===== src/rtl/debug_pkg.sv =====
// Shared types and constants for the debug snapshot unit.
package debug_pkg;

  typedef enum logic {
    DBG_IDLE,
    DBG_STREAM
  } dbg_state_e;

  localparam int unsigned DBG_MISS_W = 8;
  localparam logic [DBG_MISS_W-1:0] DBG_MISS_MAX = '1;

endpackage


===== src/rtl/debug_watch_cmp.sv =====
// Combinational PC/address watchpoint comparator.
module debug_watch_cmp #(
  parameter int unsigned XLEN = 32
) (
  input  logic            watch_en,
  input  logic            retire,
  input  logic [XLEN-1:0] retire_pc,
  input  logic [XLEN-1:0] watch_pc,
  output logic            watch_hit
);

  // Hit only when enabled and an instruction at the watched address retires
  always_comb begin
    watch_hit = watch_en & retire & (retire_pc == watch_pc);
  end

endmodule


===== src/rtl/debug_reg_snapshot.sv =====
// Register file snapshot: single-cycle parallel capture, then a
// valid/ready stream of index-tagged words.
module debug_reg_snapshot
  import debug_pkg::*;
#(
  parameter int unsigned XLEN  = 32,
  parameter int unsigned NREGS = 32,
  parameter int unsigned CNT_W = 16,
  parameter int unsigned IDX_W = $clog2(NREGS)
) (
  input  logic                  clk,
  input  logic                  rst,
  input  logic [NREGS*XLEN-1:0] regs_flat,
  input  logic                  retire,
  input  logic [XLEN-1:0]       retire_pc,
  input  logic                  snap_req,
  input  logic                  watch_en,
  input  logic [XLEN-1:0]       watch_pc,
  input  logic                  skip_x0,
  output logic                  out_valid,
  input  logic                  out_ready,
  output logic [XLEN-1:0]       out_data,
  output logic [IDX_W-1:0]      out_idx,
  output logic                  out_last,
  output logic                  busy,
  output logic [CNT_W-1:0]      snap_count,
  output logic [DBG_MISS_W-1:0] miss_count
);

  localparam logic [IDX_W-1:0] LastIdx = IDX_W'(NREGS - 1);

  dbg_state_e state_q, state_d;

  logic [XLEN-1:0]       snap_q [NREGS];
  logic [IDX_W-1:0]      idx_q;
  logic [XLEN-1:0]       data_q;
  logic                  last_q;
  logic [CNT_W-1:0]      snap_cnt_q;
  logic [DBG_MISS_W-1:0] miss_q;

  logic                  watch_hit;
  logic                  trigger;
  logic                  load;
  logic                  miss_inc;
  logic                  advance;
  logic [IDX_W-1:0]      start_idx;
  logic [XLEN-1:0]       start_word;
  logic [IDX_W-1:0]      idx_nxt;

  debug_watch_cmp #(
    .XLEN (XLEN)
  ) u_watch_cmp (
    .watch_en  (watch_en),
    .retire    (retire),
    .retire_pc (retire_pc),
    .watch_pc  (watch_pc),
    .watch_hit (watch_hit)
  );

  // Trigger decode and per-beat helper values
  always_comb begin
    trigger    = snap_req | watch_hit;
    start_idx  = skip_x0 ? IDX_W'(1) : '0;
    start_word = skip_x0 ? regs_flat[XLEN +: XLEN] : regs_flat[0 +: XLEN];
    idx_nxt    = idx_q + 1'b1;
    advance    = (state_q == DBG_STREAM) & out_ready & ~last_q;
  end

  // State register
  always_ff @(posedge clk or posedge rst) begin
    if (rst) begin
      state_q <= DBG_IDLE;
    end else begin
      state_q <= state_d;
    end
  end

  // Next state; a trigger on the final handshake recaptures without a bubble
  always_comb begin
    state_d  = state_q;
    load     = 1'b0;
    miss_inc = 1'b0;
    case (state_q)
      DBG_IDLE: begin
        if (trigger) begin
          load    = 1'b1;
          state_d = DBG_STREAM;
        end
      end
      DBG_STREAM: begin
        if (out_ready && last_q) begin
          if (trigger) begin
            load = 1'b1;
          end else begin
            state_d = DBG_IDLE;
          end
        end else if (trigger) begin
          miss_inc = 1'b1;
        end
      end
      default: state_d = DBG_IDLE;
    endcase
  end

  // Frozen copy of the register file; contents are don't-care out of reset
  always_ff @(posedge clk) begin
    if (load) begin
      for (int i = 0; i < NREGS; i++) begin
        snap_q[i] <= regs_flat[i*XLEN +: XLEN];
      end
    end
  end

  // Registered beat fields and counters
  always_ff @(posedge clk or posedge rst) begin
    if (rst) begin
      idx_q      <= '0;
      data_q     <= '0;
      last_q     <= 1'b0;
      snap_cnt_q <= '0;
      miss_q     <= '0;
    end else begin
      if (load) begin
        // First beat comes straight from the live file, as the buffer loads in parallel
        idx_q      <= start_idx;
        data_q     <= start_word;
        last_q     <= (start_idx == LastIdx);
        snap_cnt_q <= snap_cnt_q + 1'b1;
      end else if (advance) begin
        idx_q  <= idx_nxt;
        data_q <= snap_q[idx_nxt];
        last_q <= (idx_nxt == LastIdx);
      end else if (state_d == DBG_IDLE) begin
        last_q <= 1'b0;
      end
      if (miss_inc && (miss_q != DBG_MISS_MAX)) begin
        miss_q <= miss_q + 1'b1;
      end
    end
  end

  // Outputs are straight from flops
  always_comb begin
    out_valid  = (state_q == DBG_STREAM);
    busy       = (state_q == DBG_STREAM);
    out_data   = data_q;
    out_idx    = idx_q;
    out_last   = last_q;
    snap_count = snap_cnt_q;
    miss_count = miss_q;
  end

endmodule


===== config.mk =====
export PLATFORM = sky130hd
export DESIGN_NAME = debug_reg_snapshot
export DESIGN_NICKNAME = d
export VERILOG_FILES = /design/src/rtl/debug_pkg.sv /design/src/rtl/debug_watch_cmp.sv /design/src/rtl/debug_reg_snapshot.sv
export SDC_FILE = /design/constraint.sdc
export NUM_CORES = 1
export LEC_CHECK = 0
export CORE_AREA = 2 2 457 459
export CTS_CLUSTER_DIAMETER = 60
export DETAILED_ROUTE_END_ITERATION = 16
export DIE_AREA = 0 0 459 461
export PLACE_DENSITY_LB_ADDON = 0.08
export SETUP_SLACK_MARGIN = 0.05
export SYNTH_ARGS = -nofsm -noshare
export SYNTH_HDL_FRONTEND = slang
export SYNTH_HIERARCHICAL = 1
export SYNTH_SLANG_ARGS = --single-unit

===== constraint.sdc =====
create_clock -name clk -period 39.9 [get_ports clk]
set_input_delay 5.985 -clock clk [delete_from_list [all_inputs] [get_ports clk]]
set_output_delay 5.985 -clock clk [all_outputs]
set_load 0.05 [all_outputs]

Word-level counts from Yosys, hierarchy flattened --
Memory sizes are Yosys's and may differ from the RTL's. Cells that the tools add are included.
Storage, ports and cells: bits in writable memories 1024, memories 1, input port bits 1095, flip-flop bits (word level) 63, logic and storage cells 43, output and inout bits 64
Memory list:
- snap_q | depth 32, width 32, read ports 1, clocked after Yosys merged registers in 0, wr ports 32, RTL line debug_reg_snapshot.sv:34 | logic [XLEN-1:0] snap_q [NREGS];
Cells by class: reductions and logical operators 3, equal/unequal tests 5, muxes and demuxes 18, add/sub/neg operators 3, bitwise gates (word level) 7
Operator list (number):
- two-way mux 32 bit | 3
- equality test 32 bit | 1
- adder 16 x 1 -> 16 bit (second input constant) | 1
- two-way mux 1 bit | 11
- two-way mux 5 bit | 2
- adder 8 x 1 -> 8 bit (second input constant) | 1
- inequality test 8 bit (second input constant) | 1
- adder 5 x 1 -> 5 bit (second input constant) | 1
- equality test 1 x 5 -> 1 bit (second input constant) | 1
- equality test 5 bit (second input constant) | 1
- bitwise AND 1 bit | 4
- case mux 1 bit (2 select lines) | 2
- inequality test 3 x 1 -> 1 bit (second input constant) | 1
- logical AND 1 bit | 2
- inverter 1 bit | 2
- nonzero test 2 bit | 1
- OR 1 bit | 1

Logic depth before layout (Yosys ltp) --
depth after elaboration 9, gate-level depth with buffers 12, gate-level depth less buffers 9

Modules after synthesis --
The synthesis kept the hierarchy.
By module, submodules not included:
- debug_reg_snapshot | sequential area each 32326.0 um2, area an instance 42019.0 um2, instances 1, cells each 1939
- debug_watch_cmp | sequential area each 0.0 um2, area an instance 365.4 um2, instances 1, cells each 44

Worst setup path after synthesis --
Ideal clock, no wire load.
path type in2reg, start input watch_pc[27], end register snap_cnt_q[2], in the netlist snap_count[2], arrival time 29239 ps, required time 39741 ps, stages on the path 11, path slack 10502 ps, buffers on the path 2, library setup time 159 ps, cell sequence xor2_1 -> a2111o_1 -> or4_4 -> nor3_2 -> nor2_1 -> or2_2 -> buf_2 -> buf_2 -> inv_1 -> nand2_1 -> xnor2_1
Between the ends: cells in the longest elaborated chain, start to end 6
Ends and longest elaborated chain:
- from (decl) | RTL line debug_reg_snapshot.sv:18 | input logic [XLEN-1:0] watch_pc,
- equality test 32 bit * | RTL line debug_watch_cmp.sv:14 | watch_hit = watch_en & retire & (retire_pc == watch_pc);
- bitwise AND 1 bit * | RTL line debug_watch_cmp.sv:14
- via watch_hit | RTL line debug_reg_snapshot.sv:41 | logic watch_hit;
- OR 1 bit * | RTL line debug_reg_snapshot.sv:62 | trigger = snap_req | watch_hit;
- two-way mux 1 bit * | RTL line debug_reg_snapshot.sv:85, debug_reg_snapshot.sv:92
- two-way mux 1 bit | RTL line debug_reg_snapshot.sv:91 | if (out_ready && last_q) begin
- case mux 1 bit (2 select lines) * | RTL line debug_reg_snapshot.sv:83 | case (state_q)
- via load | RTL line debug_reg_snapshot.sv:43 | logic load;
- to (signal assigned) | RTL line debug_reg_snapshot.sv:128 | snap_cnt_q <= snap_cnt_q + 1'b1;
- to (decl) | RTL line debug_reg_snapshot.sv:38 | logic [CNT_W-1:0] snap_cnt_q;
The timed path passes the listed nets; every way through them passes the cells marked *. A chain may end at the register's enable or synchronous reset.

==> impl_results.md <==
- Main synth FF type: edfxtp_1
- CTS tree: built
- Total core area: roughly 210000 µm²
- Final Wtd Congestion: slightly below 0.9
- Yosys reg bits: approximately 1.1k
- Reg area: roughly 32000 µm²
- Layout cells sized above 1: 0.1598
- Slew HR: 0.2100
- Initial antenna violation count: roughly 140
- Post-Syn Instances: roughly 2.0k
- Commonest non-fill, non-tap cell in the layout: clkdlybuf4s50_1
- Total gr overflow: 0
- Fin. max-slew vios: 0
- Syn Std Cell Area: around 42000 µm²
- First-pass GRT wire length: 251700 µm
- Tcrit/Tclk final: 0.3010
- Post-CTS Setup Bufs: 0
- Most frequent cells in the layout: 1157 x clkdlybuf4s50_1, 1024 x edfxtp_1, 256 x mux4_2
- FILL cells: 20.31k
- Unrepaired setup endpoints after global routing: no
- Clk sinks: ~1.1k
- Number of remaining DRC errors: 0
- IO Pins: around 1.2k
- Worst Tran Pin Value: roughly 1.2 ns
- Largest net degree at the start of global routing: roughly 110
- Req. time, crit path: 40.28 ns
- Post-synthesis async set-or-reset flop share: 0.05796
- Die Span X: 459 µm
- Clock Skew: roughly 0.041 ns
- Register area share after synthesis: 0.7627
- Pwr Density: 57.95 nW/µm²
- CTS H-Tree Depth: 4
- Most frequent CP cell: buf_4
- Clock slew at reported path FFs: approximately 0.050 ns
- Crit Path Class: in -> reg
- Crit path max fanout: about 110
- Vias in the first global route: about 28k
- Total number of vias: ~25k
- Overall Power: ~0.0036 W
- Hold Vio Cnt, Final: 0
- Avg WL per Cell: 31.73 µm
- Average size of a mapped cell: roughly 21 µm²
- WP data arrival: 12.39 ns
- VDD IR max: roughly 0.000050 V
- Post-Layout Inst Area: between 60000 and 70000 µm²
- Nature of the critical path endpoint: register
- Finished Layout Cells: around 6.1k
- CTS hold repair buffers: 0
- CTS Buffer Depth: 3
- Nets: around 4.3k
- CTS Buf Count: 152
- Setup violators final: 0
- Input/output buffers: between 1k and 1.5k
- Peak Freq: 83.27 MHz
- Dpl cell area: 57210 µm²
- Die height: approximately 460 µm
- Clock latency at the later pin of the worst-skew pair: slightly below 0.8 ns
- CP delay by family, top: buffers and inverters
- Total negative slack: 0 ns
- CTS resizes: 0
- Post-route antenna net violation count: 0
- Clock root buffer: clkbuf_16
- Average via count per standard cell: between 4 and 5
- Placed Cells: between 5k and 6k
- Leakage power: between 20 and 25 nW
- Crit-path cells: clkdlybuf4s50_1 -> xnor2_1 -> nand4_1 -> or4_4 -> nor3_2 -> nor2_1 -> or2_4 -> inv_8 -> buf_4 -> buf_4 -> buf_4
- Area of the multi-input gates: 9545 µm²
- Cell with the largest stage delay on the worst path: buf_4
- Buf/Inv on CP: 5
- Total Routing Usage GR: 0.1779
- Hold Path Class: reg -> reg
- WL final: ~190000 µm
- Max Cap Violations: 0
- Die area: between 200000 and 250000 µm²
- Number of synthesized flops with an enable pin: roughly 1.0k
- Initial DRC count: between 1.5k and 2k
- Syn_nets: 3082
- FP Rows: about 170
- Distinct cells, synth: between 40 and 50
- Yosys Warn Count: 6
- Status: completed
- Max incr delay on CP: approximately 0.94 ns
- DP Wirelength: 149200 µm
- Crit start category: primary input
- Area Growth Syn to Fin: 46.97%
- Final worst path period need: between 10 and 15 ns
- Initial Utilization: 0.2053
- DRT Pass-1 Iters: 5
[logic make-up (layout without fill, tap and decap cells)]
family,count (synthesis),after routing,synth area share
other,0,43,0
AO/OA/AOI/OAI,111,111,0.02058
adder cells (fa/ha/maj),4,4,0.001181
buffers and inverters,116,1474,0.01382
flip-flops,1087,1087,0.7627
XOR/XNOR,58,58,0.01216
multiplexers,385,385,0.1665
AND/OR/NAND/NOR,222,222,0.02306
[power breakdown]
| part | switching (W) | total (W) | internal, W | leakage, nW |
|---|---|---|---|---|
| logic | 0.000569 | 0.000963 | 0.000395 | 7.79 |
| clock network | 0.000539 | 0.00135 | 0.000806 | 2.40 |
| registers | 0.0000257 | 0.00130 | 0.00128 | 9.99 |
[synth_stat cells (all sizes together) (6+ instances only)]
master	count	area, µm²
edfxtp	1024	30750
nor2	7	26.28
xnor2	31	279.0
dfrtp	63	1577
buf	67	401.6
nand4	11	68.82
mux2i	128	1281
o221ai	32	280.3
nand3	41	205.2
nand2	143	536.8
clkbuf	42	157.7
nor4	6	37.54
a311o	32	320.3
a21oi	33	165.2
mux4	256	5766
xor2	27	236.5
inv	7	26.28
[registers in the layout (all words and copies together), names as in the netlist]
register,cells
miss_count,8
out_idx,5
busy,1
out_data,32
snap_q,1024
out_last,1
snap_count,16
[metrics by stage]
step	hold WS [ns]	utilization	setup WS, ns
after global routing	0.5160	0.3015	27.67
after global placement	0.4797	0.2771	27.26
after detailed placement	0.4681	0.2771	27.07
final	0.4762	0.3017	27.89
after CTS	0.4751	0.3012	27.96
after floorplan	0.7655	-	10.50
[metal layers]
metal / global-route usage / share of wire
met1: 0.1820 / 0.35
met2: 0.3153 / 0.51
met3: 0.07783 / 0.093
met4: 0.07379 / 0.037
met5: 0 / 0.0040
[path summary, 6_finish.rpt]
check	start	end	slack (ns)	depth (start not counted)
max	retire_pc[14]	snap_q[6][12]	27.89	11
min	snap_count[15]	snap_count[15]	0.48	1
max reg2reg	busy	snap_q[6][12]	34.40	6
max in group asynchronous	rst	out_idx[0]	33.12	3
min reg2reg	snap_count[15]	snap_count[15]	0.48	1
min in group asynchronous	rst	miss_count[4]	5.47	2
[layout make-up]
cell class | instances | share of cell area
Sequential cell | 1087 | 0.5190
Multi-Input combinational cell | 780 | 0.1532
Clock inverter | 96 | 0.01685
Timing Repair Buffer | 1191 | 0.1912
Antenna cell | 43 | 0.001727
Clock buffer | 180 | 0.06307
Tap cell | 2704 | 0.05431
Inverter | 7 | 0.0005825
Power figures use the tool's default switching activity.
